==> src/rtl/uart_pkg.sv <==
// uart_pkg: shared state encoding and constants for the UART blocks
package uart_pkg;

    localparam int DEFAULT_CLOCK_DIVIDER = 868;
    localparam int UART_DATA_BITS        = 8;

    typedef enum logic [2:0] {
        IDLE,
        LOAD,
        START,
        DATA,
        PARITY,
        STOP
    } uart_state_t;

endpackage

==> src/rtl/uart_baud_tick.sv <==
// uart_baud_tick: bit-period divider, one-cycle tick on the last cycle of each bit
module uart_baud_tick
    import uart_pkg::*;
#(
    parameter int ClockDivider = DEFAULT_CLOCK_DIVIDER
) (
    input  logic clock,
    input  logic reset,
    input  logic clear,
    output logic tick
);

    localparam int CW = $clog2(ClockDivider);

    logic [CW-1:0] count;

    assign tick = count == CW'(ClockDivider - 1);

    // count 0..ClockDivider-1, restarting on every bit boundary so no drift builds up
    always_ff @(posedge clock or negedge reset)
        if (!reset)
            count <= '0;
        else
            count <= (clear || tick) ? '0 : count + CW'(1);

endmodule

==> src/rtl/uart_tx.sv <==
// uart_tx: 8N1 transmitter draining a byte FIFO; even parity bit when UART_TX_PARITY_EN is defined
module uart_tx
    import uart_pkg::*;
#(
    parameter int ClockDivider = DEFAULT_CLOCK_DIVIDER,
    parameter int StopBits     = 1
) (
    input  logic       clock,
    input  logic       reset,
    input  logic [7:0] fByte,
    input  logic       fEmpty,
    output logic       fPop,
    output logic       txd,
    output logic       busy
);

    localparam logic [2:0] LAST_BIT  = 3'(UART_DATA_BITS - 1);
    localparam logic [2:0] LAST_STOP = 3'(StopBits - 1);

    uart_state_t               state, state_next;
    logic [UART_DATA_BITS-1:0] shift_reg, shift_next;
    logic [2:0]                bit_idx, bit_next;
    logic                      tick, clear, txd_next;
`ifdef UART_TX_PARITY_EN
    logic                      parity;
`endif

    assign clear = state == IDLE || state == LOAD;

    uart_baud_tick #(.ClockDivider(ClockDivider)) u_tick (
        .clock(clock),
        .reset(reset),
        .clear(clear),
        .tick (tick)
    );

    // state, datapath and the registered line output advance together
    always_ff @(posedge clock or negedge reset)
        if (!reset) begin
            state     <= IDLE;
            shift_reg <= '0;
            bit_idx   <= '0;
            txd       <= 1'b1;
        end else begin
            state     <= state_next;
            shift_reg <= shift_next;
            bit_idx   <= bit_next;
            txd       <= txd_next;
        end

`ifdef UART_TX_PARITY_EN
    // even parity of the byte, captured alongside it
    always_ff @(posedge clock or negedge reset)
        if (!reset)
            parity <= 1'b0;
        else if (state == LOAD)
            parity <= ^fByte;
`endif

    // frame sequencing; bit_idx counts data bits, then stop bits
    always_comb begin
        state_next = state;
        shift_next = shift_reg;
        bit_next   = bit_idx;
        case (state)
            IDLE:  state_next = fEmpty ? IDLE : LOAD;
            LOAD: begin
                shift_next = fByte;
                bit_next   = '0;
                state_next = START;
            end
            START: state_next = tick ? DATA : START;
            DATA: if (tick) begin
                shift_next = shift_reg >> 1;
                bit_next   = bit_idx + 3'd1;
                if (bit_idx == LAST_BIT) begin
                    bit_next = '0;
`ifdef UART_TX_PARITY_EN
                    state_next = PARITY;
`else
                    state_next = STOP;
`endif
                end
            end
`ifdef UART_TX_PARITY_EN
            PARITY: state_next = tick ? STOP : PARITY;
`endif
            STOP: if (tick) begin
                bit_next   = bit_idx == LAST_STOP ? 3'd0 : bit_idx + 3'd1;
                state_next = bit_idx == LAST_STOP ? IDLE : STOP;
            end
            default: state_next = IDLE;
        endcase
    end

    // pop strobe, busy and the line level for the coming state
    always_comb begin
        fPop = reset && state == IDLE && !fEmpty;
        busy = state != IDLE;
`ifdef UART_TX_PARITY_EN
        txd_next = state_next == START  ? 1'b0 :
                   state_next == DATA   ? shift_next[0] :
                   state_next == PARITY ? parity : 1'b1;
`else
        txd_next = state_next == START ? 1'b0 :
                   state_next == DATA  ? shift_next[0] : 1'b1;
`endif
    end

endmodule

==> config.mk <==
export PLATFORM = sky130hd
export DESIGN_NAME = uart_tx
export DESIGN_NICKNAME = d
export VERILOG_FILES = /design/src/rtl/uart_pkg.sv /design/src/rtl/uart_baud_tick.sv /design/src/rtl/uart_tx.sv
export SDC_FILE = /design/constraint.sdc
export NUM_CORES = 1
export LEC_CHECK = 0
export CORE_ASPECT_RATIO = 1.5
export CORE_MARGIN = 8
export CORE_UTILIZATION = 40
export DETAILED_ROUTE_END_ITERATION = 16
export PLACE_DENSITY_LB_ADDON = 0.08
export RECOVER_POWER = 50
export REMOVE_ABC_BUFFERS = 1
export SLEW_MARGIN = 40
export SYNTH_ARGS = -nofsm -noshare
export SYNTH_HDL_FRONTEND = slang
export SYNTH_SLANG_ARGS = --single-unit
==> constraint.sdc <==
create_clock -name clock -period 2.25 [get_ports clock]
set_clock_uncertainty 0.2 [all_clocks]
set_input_delay 0.225 -clock clock [delete_from_list [all_inputs] [get_ports clock]]
set_output_delay 0.225 -clock clock [all_outputs]
set_load 0.03 [all_outputs]
==> results of run 1 <==
==> per-stage QoR <==
stage	total power, mW	utilization	hold slack (ns)	setup slack, ns	TNS, ns
detailed placement	1.17	0.478	0.263	0.0348	0
CTS	1.44	0.493	0.170	0.0284	0
floorplan	1.03	-	-0.271	-0.516	-3.64
global route	1.56	0.511	0.313	-0.0442	-0.0692
finish	1.45	0.511	0.281	0.0568	0
global placement	1.16	0.478	0.260	0.123	0
==> cells by family (layout without fill, tap and decap cells) <==
group / count (synthesis) / count (layout) / synth area share
xor gates and xnor gates: 8 / 8 / 0.0547
and+or+nand+nor: 62 / 62 / 0.243
buffers and inverters: 8 / 34 / 0.0352
DFF: 25 / 25 / 0.489
adders and majority gates: 4 / 4 / 0.0391
AOI/OAI and AO/OA: 25 / 25 / 0.139
==> routing by layer <==
metal  routed length, um  up-vias  share of wire
met2                1470       17           0.52
met3                  88        2          0.031
met1                1220      487           0.44
met5                   0        -              0
li1                    -      508              -
met4                  24        0         0.0086
==> repair_timing <==
| action | 4_1_cts | 5_1_grt |
|---|---|---|
| setup endpoints to repair | 0 | 9 |
| gates resized for setup | 0 | 3 |
| setup buffers | 0 | 6 |
==> power by group through the flow <==
stage / combinational (mW) / clock [mW] / sequential [mW]
after CTS: 0.416 / 0.275 / 0.748
after global placement: 0.401 / 0 / 0.757
final: 0.430 / 0.263 / 0.756
after floorplan: 0.291 / 0 / 0.737
after global routing: 0.493 / 0.289 / 0.776
after detailed placement: 0.412 / 0 / 0.759
==> worst max-delay path, cell delays in order, from the launching register on <==
cell and delay, ns:
dfrtp_1 0.52, or3_1 0.38, clkdlybuf4s50_1 0.61
==> path summary, 6_finish.rpt <==
check                                          startpoint                        end  cells after the start  slack [ns]
worst max-delay path                   state[0]$_DFF_PN0_                       busy                      2        0.06
worst min-delay path             shift_reg[5]$_DFFE_PN0P_   shift_reg[5]$_DFFE_PN0P_                      2        0.28
worst max register to register  u_tick.count[0]$_DFF_PN0_  u_tick.count[2]$_DFF_PN0_                      8        0.08
worst min register to register   shift_reg[5]$_DFFE_PN0P_   shift_reg[5]$_DFFE_PN0P_                      2        0.28
max in group asynchronous                           reset     bit_idx[2]$_DFFE_PN0P_                      2        0.46
min in group asynchronous                           reset   shift_reg[7]$_DFFE_PN0P_                      2        0.61
==> cell usage in the layout, fill, tap and decap left out, drive strengths merged, types with 4 or more instances in the layout <==
master         instances
dfrtp                 24
nand2                 23
nor2                  16
buf                   13
clkdlybuf4s50         11
nand3                  9
o21ai                  7
xor2                   6
a22oi                  6
inv                    4
ha                     4
clkbuf                 4
==> final cells by class <==
cell class / instances / area (um^2) / area share
clock buffer: 3 / 41.3 / 0.0261
clock inverter: 1 / 5.00 / 0.00316
timing repair buffer: 26 / 221 / 0.140
inverter: 4 / 15.0 / 0.00949
tap: 40 / 50.0 / 0.0316
multi-input combinational: 99 / 622 / 0.393
sequential: 25 / 627 / 0.396
==> impl_results.md, run 1 <==
- Fill count: roughly 270
- First-pass GRT wire length: around 4500 um
- Synth top cells by count: dfrtp_1, nand2_1, nor2_1, nand3_1, o21ai_0
- I/O pin cnt: 14
- FF+latch count, synth: 25
- Final Cycle Share: 0.975
- Non-Filler Instances: ~200
- Chip height: about 85 um
- Initial drt markers: 25
- Hold-fix buffers, CTS: 0
- Clk pwr share: 0.181
- Grt total ovfl: 0
- Distinct cells, synth: 35
- Max FFs per register: 10
- Sw frac: 0.351
- Post-synth ARST share: 1.00
- Arrival @ worst endpoint: 1.77 ns
- Antenna violations before repair: 0
- Detailed placer's ending HPWL: a little under 2000 um
- Final nets: between 150 and 200
- H-tree depth: 1
- CTS max path bufs: 2
- Port Buffers: 13
- Fin crit period: ~2.2 ns
- Post-Synthesis Cells: 132
- Rows: 25
- Final setup violation count: 0
- Met1 Use GR: 0.117
- Placed cells: between 150 and 200
- 1st-pass router iterations: 4
- Critical path class: reg -> out
- Hold/Removal Path Class: reg -> reg
- DR WL/cell: 14.2 um
- Count leader, synth: dfrtp_1
- Initial core utilization: 0.414
- Max Fclk: roughly 0.46 GHz
- Clock root buffer master: clkbuf_8
- GP Congestion: approximately 0.7
- CORE AREA: roughly 3100 um^2
- Synth Flop Type: dfrtp_1
- Hold Violations, Final: 0
- DP Area: 1480 um^2
- Area delta synth->final: 23.4%
- Rel. slew slack: 0.112
- Max Cap Violations: 0
- Flop pwr share: 0.522
- DRC violations left: 0
- Vias per cell: 5.12
- Comb pwr share: 0.297
- Synthesized cell area: around 1300 um^2
- Crit path launch type: flop
- EDFF count, synth: 0
- Met2 GRT Util: 0.179
- Crit-path max FO: 12
- Diode count: 0
- Via count: between 1,000 and 1,500
- Synth area leader: dfrtp_1
- Die area: 5310 um^2
- Clk slew on worst S/H paths: approximately 0.08 ns
- Vias in the first global route: approximately 1,000
- Maximum VDD drop: between 0.6 and 0.7 mV
- DRT antenna net count: 0
- Met3 usage in global routing: 0.0211
- Switching pwr: roughly 0.51 mW
- RSZ-0062 raised after global routing: yes
- Post-Route WL: 2800 um
- GR peak layer: met2
- Worst Max-Slew Pin Slew: about 1.3 ns
- CTS tree: yes
- Final Slew Violations: 0
- CTS buffer count: 3
- Fin area: between 1500 and 2000 um^2
- Power per cell area: roughly 900 nW/um^2
- Yosys top cell area share: 0.469
- Clock Latency Late Sink: ~0.26 ns
- Clock sinks: 25
- Die width: about 62 um
- P_leak: approximately 0.73 nW
- Yosys warning total: 0
- Largest cells by area after synthesis: dfrtp_1, nand2_1, nor2_1
- Syn Area/Cell: 9.71 um^2
- Endpoint type of the worst setup path: output pin
- Share of post-route cells with drive strength above 1: 0.177
- Worst EP required: 1.82 ns
- Seq/Total Area, Yosys: 0.489
- Largest net degree at the start of global routing: 26
- GRT Total Usage: 0.101
- Int Power: about 0.94 mW
- Outcome: completed
Power figures use the tool's default switching activity.
==> run 2: changes to the inputs <==
--- a/config.mk
+++ b/config.mk
@@ -5,6 +5,7 @@
 export SDC_FILE = /design/constraint.sdc
 export NUM_CORES = 1
 export LEC_CHECK = 0
+export CAP_MARGIN = 20
 export CORE_ASPECT_RATIO = 1.5
 export CORE_MARGIN = 8
 export CORE_UTILIZATION = 40
==> results of run 2 <==
The final DEF is identical to that of run 1; final timing and power are the same.
==> run 3: changes to the inputs <==
==> constraint.sdc (replaced) <==
create_clock -name clock -period 2.15 [get_ports clock]
set_clock_uncertainty 0.2 [all_clocks]
set_input_delay 0.215 -clock clock [delete_from_list [all_inputs] [get_ports clock]]
set_output_delay 0.215 -clock clock [all_outputs]
set_load 0.03 [all_outputs]
==> run 3 against run 2 <==
Effect of this change:
- via count is 0.39% higher
- combinational power up 19%
- sequential power about the same
- power up 6.9%
- die area stayed put
- clock power increased by 8.0%
- sequential share of layout area fell by 0.22 points
- cell count fell by 0.51%
- non-clock buffer count down 1
- hold slack is essentially flat
- cell area grew 0.55%
- largest power group unchanged
==> impl_results.md, run 3 (same netlist as run 1, synthesis figures left out) <==
- CTS buffer count: 3
- Hold Violations, Final: 0
- Hold/Removal Path Class: reg -> reg
- Initial core utilization: 0.414
- DRC violations left: 0
- Placed cells: roughly 190
- Rel. slew slack: 0.115
- 1st-pass router iterations: 3
- Fin area: between 1500 and 2000 um^2
- Die width: around 62 um
- Fin crit period: roughly 2.1 ns
- Area delta synth->final: 24.1%
- Clk pwr share: 0.183
- Arrival @ worst endpoint: roughly 1.7 ns
- Initial drt markers: 31
- CTS max path bufs: 2
- DR WL/cell: between 10 and 15 um
- Max FFs per register: 10
- CORE AREA: between 3000 and 4000 um^2
- Sw frac: 0.350
- Share of post-route cells with drive strength above 1: 0.178
- DRT antenna net count: 0
- Grt total ovfl: 0
- Worst reg-to-reg setup slack: around 0.080 ns
- Largest net degree at the start of global routing: 26
- Fin Setup TNS: 0 ns
- Final nets: 173
- Port Buffers: 13
- DP Area: approximately 1500 um^2
- Clk slew on worst S/H paths: ~0.09 ns
- CTS tree: yes
- Maximum VDD drop: between 0.6 and 0.7 mV
- Post-Route WL: between 2000 and 3000 um
- Reg2reg path depth: 6
- P_leak: between 0.7 and 0.8 nW
- Commonest non-fill, non-tap cell in the layout: dfrtp_1
- Antenna violations before repair: 0
- Min setup slack post-route: approximately 0.072 ns
- Pre-CTS setup slack: -0.00714 ns
- Comb pwr share: 0.329
- RSZ-0062 raised after global routing: no
- Final Slew Violations: 0
- Reg-to-reg critical path startpoint: u_tick.count[1]$_DFF_PN0_
- Final setup violation count: 0
- Int Power: slightly above 1 mW
- I/O pin cnt: 14
- Clock root buffer master: clkbuf_8
- Crit-path max FO: 3
- H-tree depth: 1
- GP Congestion: between 0.7 and 0.8
- Crit path launch type: flop
- Critical path class: reg -> out
- Critical Path End: busy
- Diode count: 0
- Power per cell area: 975 nW/um^2
- Flop pwr share: 0.487
- Non-Filler Instances: between 150 and 200
- Max Fclk: about 0.48 GHz
- Total chip power: 1.55 mW
- Final Cycle Share: 0.967
- Worst EP required: around 1.7 ns
- Launch point of the worst path: state[1]$_DFF_PN0_
- Chip height: about 85 um
- Critical R2R Capture: txd$_DFF_PN1_
- GRT Total Usage: 0.112
- Switching pwr: ~0.54 mW
- Worst Max-Slew Pin Slew: approximately 1.3 ns
- Clock Latency Late Sink: approximately 0.28 ns
- Most frequent cells in the layout: dfrtp_1, nand2_1, nor2_1
- Vias per cell: a little over 5
- Via count: between 1,000 and 1,500
- Vias in the first global route: 1,048
- Endpoint type of the worst setup path: output pin
- Max Cap Violations: 0
- Outcome: completed
- Die area: approximately 5300 um^2
- Clock sinks: 25
- Detailed placer's ending HPWL: roughly 2100 um
- Rows: 25
- First-pass GRT wire length: 4820 um
-- run 3: timing repair --
action	CTS	global route
gates resized for setup	0	6
pin swaps	1	2
hold buffers	0	0
setup endpoints to repair	1	4
setup buffers	0	0
cloned	0	0
-- run 3: through the flow --
step,hold slack (ns),util
after CTS,0.145,0.505
final,0.281,0.514
after global placement,0.262,0.491
after global routing,0.308,0.514
after floorplan,-0.281,-
after detailed placement,0.268,0.491
-- run 3: cell type report --
type	count	area, um^2
clock buffer	3	41.3
tap	40	50.0
timing repair buffer	25	214
clock inverter	1	5.00
sequential	25	627
multi-input combinational	99	638
inverter	4	15.0
fill	292	1510
-- run 3: power by group through the flow --
stage	sequential (mW)	clock (mW)	combinational (mW)
floorplan	0.771	0	0.305
global placement	0.756	0	0.493
detailed placement	0.766	0	0.502
CTS	0.756	0.295	0.507
global route	0.774	0.311	0.583
finish	0.755	0.284	0.510
-- run 3: critical path, stage by stage (launching register included) --
cell and delay [ns]:
dfrtp_1 0.39, or3_1 0.39, clkdlybuf4s50_1 0.61
-- run 3: worst min-delay path by stage --
stage | startpoint | cells past startpoint | endpoint | slack [ns]
finish | shift_reg[2]$_DFFE_PN0P_ | 2 | shift_reg[2]$_DFFE_PN0P_ | 0.28
global route | shift_reg[2]$_DFFE_PN0P_ | 2 | shift_reg[2]$_DFFE_PN0P_ | 0.31
CTS | reset | 2 | shift_reg[6]$_DFFE_PN0P_ | 0.15
detailed placement | shift_reg[2]$_DFFE_PN0P_ | 2 | shift_reg[2]$_DFFE_PN0P_ | 0.27
global placement | shift_reg[0]$_DFF_PN0_ | 1 | shift_reg[0]$_DFF_PN0_ | 0.26
floorplan | reset | 0 | bit_idx[0]$_DFFE_PN0P_ | -0.28
-- run 3: per-layer routing --
layer / up-vias / part of all wire / GRT usage
li1: 512 / - / -
met1: 489 / 0.41 / 0.113
met2: 12 / 0.55 / 0.213
met3: 5 / 0.019 / 0.0184
met4: 0 / 0.020 / 0.0576
met5: - / 0 / 0
